<file path="config.mk">
export PLATFORM = sky130hd
export DESIGN_NAME = ensamblador_bytes
export DESIGN_NICKNAME = d
export VERILOG_FILES = /design/src/rtl/ensamblador_bytes_pkg.sv /design/src/rtl/ensamblador_bytes_contador_timeout.sv /design/src/rtl/ensamblador_bytes.sv
export SDC_FILE = /design/constraint.sdc
export NUM_CORES = 1
export LEC_CHECK = 0
export CAP_MARGIN = 10
export CORE_ASPECT_RATIO = 0.9
export CORE_MARGIN = 2
export CORE_UTILIZATION = 40
export CTS_CLUSTER_DIAMETER = 100
export DETAILED_ROUTE_END_ITERATION = 8
export GPL_ROUTABILITY_DRIVEN = 0
export HOLD_SLACK_MARGIN = 0.02
export PLACE_DENSITY = 0.61
export SYNTH_ARGS = -nofsm -noshare
export SYNTH_HDL_FRONTEND = slang
export SYNTH_SLANG_ARGS = --single-unit
</file>
<file path="constraint.sdc">
create_clock -name i_clk -period 3.41 [get_ports i_clk]
set_input_delay 0.682 -clock i_clk [delete_from_list [all_inputs] [get_ports i_clk]]
set_output_delay 0.682 -clock i_clk [all_outputs]
set_load 0.01 [all_outputs]
</file>
<file path="src/rtl/ensamblador_bytes_pkg.sv">
// Shared definitions for the RX byte assembler and its TX splitter counterpart.
package ensamblador_bytes_pkg;

  typedef enum logic {
    S_RECV = 1'b0,
    S_HOLD = 1'b1
  } estado_t;

  localparam int unsigned TAM_DATA_DEF    = 32;
  localparam int unsigned TAM_BYTE_DEF    = 8;
  localparam int unsigned BYTES_X_PALABRA = TAM_DATA_DEF / TAM_BYTE_DEF;

  function automatic int unsigned bytes_x_palabra(input int unsigned tam_data,
                                                  input int unsigned tam_byte);
    return tam_data / tam_byte;
  endfunction

endpackage

</file>
<file path="src/rtl/ensamblador_bytes_contador_timeout.sv">
// Idle-cycle watchdog for a partially assembled word.
module contador_timeout #(
  parameter int unsigned TIMEOUT_CICLOS = 1000000
) (
  input  logic i_clk,
  input  logic i_reset,
  input  logic i_clear,
  input  logic i_run,
  output logic o_expired
);

  generate
    if (TIMEOUT_CICLOS == 0) begin : g_off
      logic unused_entradas;
      assign unused_entradas = ^{i_clk, i_reset, i_clear, i_run};
      assign o_expired = 1'b0;
    end else begin : g_on
      localparam int unsigned TW = $clog2(TIMEOUT_CICLOS + 1);
      localparam logic [TW-1:0] LIMITE = TW'(TIMEOUT_CICLOS - 1);

      logic [TW-1:0] timer_q, timer_d;
      logic          fin;

      // Count idle cycles while running; restart on clear, pause or expiry.
      always_comb begin
        fin     = i_run && (timer_q == LIMITE);
        timer_d = timer_q;
        if (i_clear || !i_run || fin) timer_d = '0;
        else                          timer_d = timer_q + 1'b1;
      end

      assign o_expired = fin && !i_clear;

      // Timer register.
      always_ff @(posedge i_clk or posedge i_reset) begin
        if (i_reset) timer_q <= '0;
        else         timer_q <= timer_d;
      end
    end
  endgenerate

endmodule

</file>
<file path="src/rtl/ensamblador_bytes.sv">
// Pops bytes from the RX FIFO and assembles them MSB-first into words,
// holding each finished word under a valid/ready handshake.
module ensamblador_bytes
  import ensamblador_bytes_pkg::*;
#(
  parameter int unsigned TAM_DATA       = 32,
  parameter int unsigned TAM_BYTE       = 8,
  parameter int unsigned TIMEOUT_CICLOS = 1000000
) (
  input  logic                i_clk,
  input  logic                i_reset,
  input  logic                i_clear,
  input  logic                i_fifo_empty,
  input  logic [TAM_BYTE-1:0] i_byte_data,
  output logic                o_fifo_rd,
  output logic [TAM_DATA-1:0] o_palabra,
  output logic                o_palabra_valid,
  input  logic                i_palabra_ready,
  output logic                o_timeout
);

  localparam int unsigned N  = bytes_x_palabra(TAM_DATA, TAM_BYTE);
  localparam int unsigned CW = (N > 1) ? $clog2(N) : 1;
  localparam logic [CW-1:0] ULTIMO = CW'(N - 1);

  estado_t             state_q, state_d;
  logic [CW-1:0]       cnt_q, cnt_d;
  logic [TAM_DATA-1:0] palabra_q, palabra_d;
  logic                valid_q, valid_d;
  logic                timeout_q, timeout_d;
  logic                pop;
  logic                timer_run;
  logic                expirado;

  assign pop       = (state_q == S_RECV) && !i_fifo_empty && !i_clear;
  assign timer_run = (state_q == S_RECV) && (cnt_q != '0) && !pop;

  contador_timeout #(
    .TIMEOUT_CICLOS(TIMEOUT_CICLOS)
  ) u_timeout (
    .i_clk    (i_clk),
    .i_reset  (i_reset),
    .i_clear  (i_clear),
    .i_run    (timer_run),
    .o_expired(expirado)
  );

  // Next-state: clear beats pop, handshake and timeout.
  always_comb begin
    state_d   = state_q;
    cnt_d     = cnt_q;
    palabra_d = palabra_q;
    valid_d   = valid_q;
    timeout_d = 1'b0;
    if (i_clear) begin
      state_d = S_RECV;
      cnt_d   = '0;
      valid_d = 1'b0;
    end else begin
      unique case (state_q)
        S_RECV: begin
          if (pop) begin
            // Shift form also covers TAM_DATA == TAM_BYTE without an empty slice.
            palabra_d = (palabra_q << TAM_BYTE) | TAM_DATA'(i_byte_data);
            if (cnt_q == ULTIMO) begin
              cnt_d   = '0;
              state_d = S_HOLD;
              valid_d = 1'b1;
            end else begin
              cnt_d = cnt_q + 1'b1;
            end
          end else if (expirado) begin
            cnt_d     = '0;
            timeout_d = 1'b1;
          end
        end
        S_HOLD: begin
          if (i_palabra_ready) begin
            state_d = S_RECV;
            valid_d = 1'b0;
          end
        end
        default: state_d = S_RECV;
      endcase
    end
  end

  // State and output registers.
  always_ff @(posedge i_clk or posedge i_reset) begin
    if (i_reset) begin
      state_q   <= S_RECV;
      cnt_q     <= '0;
      palabra_q <= '0;
      valid_q   <= 1'b0;
      timeout_q <= 1'b0;
    end else begin
      state_q   <= state_d;
      cnt_q     <= cnt_d;
      palabra_q <= palabra_d;
      valid_q   <= valid_d;
      timeout_q <= timeout_d;
    end
  end

  assign o_fifo_rd       = pop;
  assign o_palabra       = palabra_q;
  assign o_palabra_valid = valid_q;
  assign o_timeout       = timeout_q;

endmodule

</file>
==> impl_metrics.tcl <==
set metrics [dict create \
    status "finished clean" \
    p_total_uw 1830 \
    fin_crit_ns 2.91 \
    min_from "o_palabra[26]" \
    multi_input_area_um2 1030 \
    num_vias 2018 \
    sw_frac_of_total_pct 24.2 \
    slew_headroom_pct 75.9 \
    ys_top_cells_by_area "dfrtp_1 (56%), nand2_1 (16%), xnor2_1 (3.5%), nor2_1 (3.1%), ha_1 (1.5%)" \
    worst_setup_path_start_kind "input port" \
    drt-pass1-iter-count 4 \
    reg2reg_slack_ns 1.51 \
    dieArea_um2 6970 \
    grt_pass1_vias 1943 \
    r2r_end "u_timeout.g_on.timer_q[16]" \
    cts_sinks 57 \
    drv_cap 0 \
    ys_seq_area_share_pct 56.4 \
    fillCellCount 573 \
    crit_path_max_fanout 7 \
    yosysWarnings 0 \
    power_frac_comb_pct 16.0 \
    vias_per_cell 4.80 \
    leakage_uw 0.00150 \
    track_usage_pct 16.9 \
    synth-edff-count 0 \
    core_um2 6110 \
    rows 27 \
    vdd_drop_max_v 0.000285 \
    min_to "o_palabra[26]" \
    fin_setup_tns_ns 0 \
    ant_nets 0 \
    portBuffers 47 \
    die_h_um 79.4 \
    worst_ep_required_time_ns 2.73 \
    clkPwrFrac_pct 40.4 \
    wirelength_um 5200 \
    min_path_cells 2 \
    syn2layout_area_growth_pct 32.1 \
    internal_power_uw 1390 \
    reg2reg_depth 5 \
    power_density_nw_per_um2 548 \
    diodes 0 \
    clk_latency_ns 0.33 \
    drt_iter0_markers 113 \
    syn-num-nets 294 \
    final-setup-viol-count 0 \
    synth.avg_cell_area_um2 9.09 \
    hp-class "register to register" \
    p_sw_uw 443 \
    drive_gt1_share_pct 7.51 \
    r2r_start "u_timeout.g_on.timer_q[0]" \
    clk_path_buf_depth 2 \
    fin_area_um2 3340 \
    final_util_pct 54.6 \
    worstMarginPinSlew_ns 0.358 \
    period_share_pct 85.3 \
    dp_slack_ns 0.505 \
    pin_count 48 \
    post_cts_buffers 0 \
    grt_setup_unrepaired "no" \
    gr-total-overflow 0 \
    slew_violations 0 \
    startpoint "i_clear" \
    nets 345 \
    placed_area_um2 3110 \
    grt_max_degree 58 \
    ys_types 31 \
    synth-main-ff-cell "dfrtp_1" \
    p_seq_share_pct 43.6 \
    cts_root_buf "clkbuf_8" \
    grt_pass1_wl_um 9140 \
    synth.top_cell.area_share_pct 56.4 \
    clk_pin_slew_worst_paths_ns 0.06 \
    hold_violations 0 \
    yosys.area.top_type "dfrtp_1" \
    syn_inst 278 \
    ys_ff_latch 57 \
    regArea_um2 1430 \
    fin_skew_ns 0.00586 \
    async_reset_ff_share_pct 100 \
    ctsHtreeMaxLevel 3 \
    cts_tree "done" \
    finalWorstSetupSlack_ns 0.503 \
    hpwl_um 3410 \
    fmax_ghz 0.344 \
    drc_errors 0 \
    cts_made_buffers 9 \
    cts_hold_buf 0 \
    ctsResizeCount 0 \
    wire_per_inst_um 12.4 \
    netlist_area_um2 2530 \
    antenna_found_initial 0 \
    crit_type "input port to output pin" \
    end_kind "output pin" \
    cp.arrival_ns 2.23 \
    dieWidth_um 87.8 \
    initial_core_util_pct 41.3 \
]
==> kinds of logic after synthesis <==
kind of cell               Yosys count  synth area share (%)
and+or+nand+nor                    169                  30.6
DFF                                 57                  56.4
buffers and inverters               19                  2.97
AOI/OAI and AO/OA                   16                  3.66
xor gates and xnor gates            14                  4.85
adders and majority gates            3                  1.49
==> critical path, cell delays in order <==
cell and delay [ns]:
clkdlybuf4s50_1 0.51, or3_1 0.42, inv_2 0.08, clkdlybuf4s50_1 0.52
==> synthesized netlist by cell type (all sizes together) (5+ instances only) <==
cell / count
nand3: 7
or3: 6
a21oi: 7
dfrtp: 57
nor2: 21
nor4: 5
clkbuf: 9
nand2: 107
inv: 7
o21ai: 5
xnor2: 10
nand4: 7
==> sequential cells by signal, summed over array words and instances (netlist names) <==
name / flops
o_palabra: 32
u_timeout.g_on.timer_q: 20
cnt_q: 2
o_palabra_valid: 1
o_timeout: 1
state_q: 1
==> power groups by stage <==
stage	Clock (µW)	Sequential, µW	Combinational (µW)
detailed placement	0	810	296
finish	740	797	292
global route	788	808	326
global placement	0	809	294
CTS	762	798	298
floorplan	0	835	85.9
==> worst max path at each step <==
stage / endpoint / slack (ns) / depth (start not counted)
floorplan: o_fifo_rd / 1.15 / 4
global placement: o_fifo_rd / 0.50 / 4
detailed placement: o_fifo_rd / 0.51 / 4
CTS: o_fifo_rd / 0.50 / 4
global route: o_fifo_rd / 0.43 / 4
finish: o_fifo_rd / 0.50 / 4
==> layer usage <==
| metal | vias up | routed length, µm | global-route usage, % |
|---|---|---|---|
| met4 | 0 | 97 | 8.31 |
| met5 | - | 0 | 0 |
| li1 | 1018 | - | - |
| met3 | 8 | 233 | 4.03 |
| met2 | 43 | 2340 | 24.6 |
| met1 | 949 | 2540 | 23.7 |
==> final cells by class <==
cell class | count | area share (%)
Clock buffer | 9 | 3.71
Clock inverter | 6 | 3.22
Inverter | 7 | 0.787
Multi-Input combinational cell | 202 | 30.7
Sequential cell | 57 | 42.7
Tap cell | 87 | 3.26
Timing Repair Buffer | 52 | 15.6
==> per-stage QoR <==
stage          hold WS, ns  instances
2_1_floorplan        0.476        278
3_3_place_gp         0.457        405
3_5_place_dp         0.462        405
4_1_cts              0.478        420
5_1_grt              0.493        420
6_report             0.470        420
==> placed cells by master, fill, tap and decap left out <==
| master | synthesis | final |
|---|---|---|
| inv_1 | 6 | 5 |
| nand3_1 | 7 | 7 |
| nor4b_1 | 2 | 2 |
| clkinvlp_4 | 0 | 1 |
| nand4_2 | 1 | 1 |
| o21ai_0 | 3 | 3 |
| nand2_1 | 107 | 107 |
| clkbuf_8 | 0 | 9 |
| nor4bb_1 | 1 | 1 |
| xnor2_1 | 10 | 10 |
| nand4_4 | 1 | 1 |
| clkinv_2 | 0 | 2 |
| dfrtp_1 | 57 | 57 |
| and4_1 | 2 | 2 |
| nor2b_1 | 1 | 1 |
| nor4_1 | 5 | 5 |
| inv_2 | 1 | 2 |
| buf_12 | 0 | 1 |
| o31ai_1 | 2 | 2 |
| ha_1 | 3 | 3 |
| buf_4 | 0 | 4 |
| nand4b_1 | 3 | 3 |
| bufinv_16 | 0 | 3 |
| o21ai_1 | 2 | 2 |
| or4_1 | 2 | 2 |
| nor2_1 | 21 | 21 |
| or3_4 | 1 | 1 |
| nand2b_1 | 1 | 1 |
| nor3_1 | 4 | 4 |
| xor2_1 | 4 | 4 |
| o32a_1 | 1 | 1 |
| or3_1 | 5 | 5 |
| a21oi_1 | 7 | 7 |
| clkdlybuf4s50_1 | 0 | 47 |
| o211ai_1 | 1 | 1 |
| nand4_1 | 5 | 5 |
(Power assumes the default switching activity.)
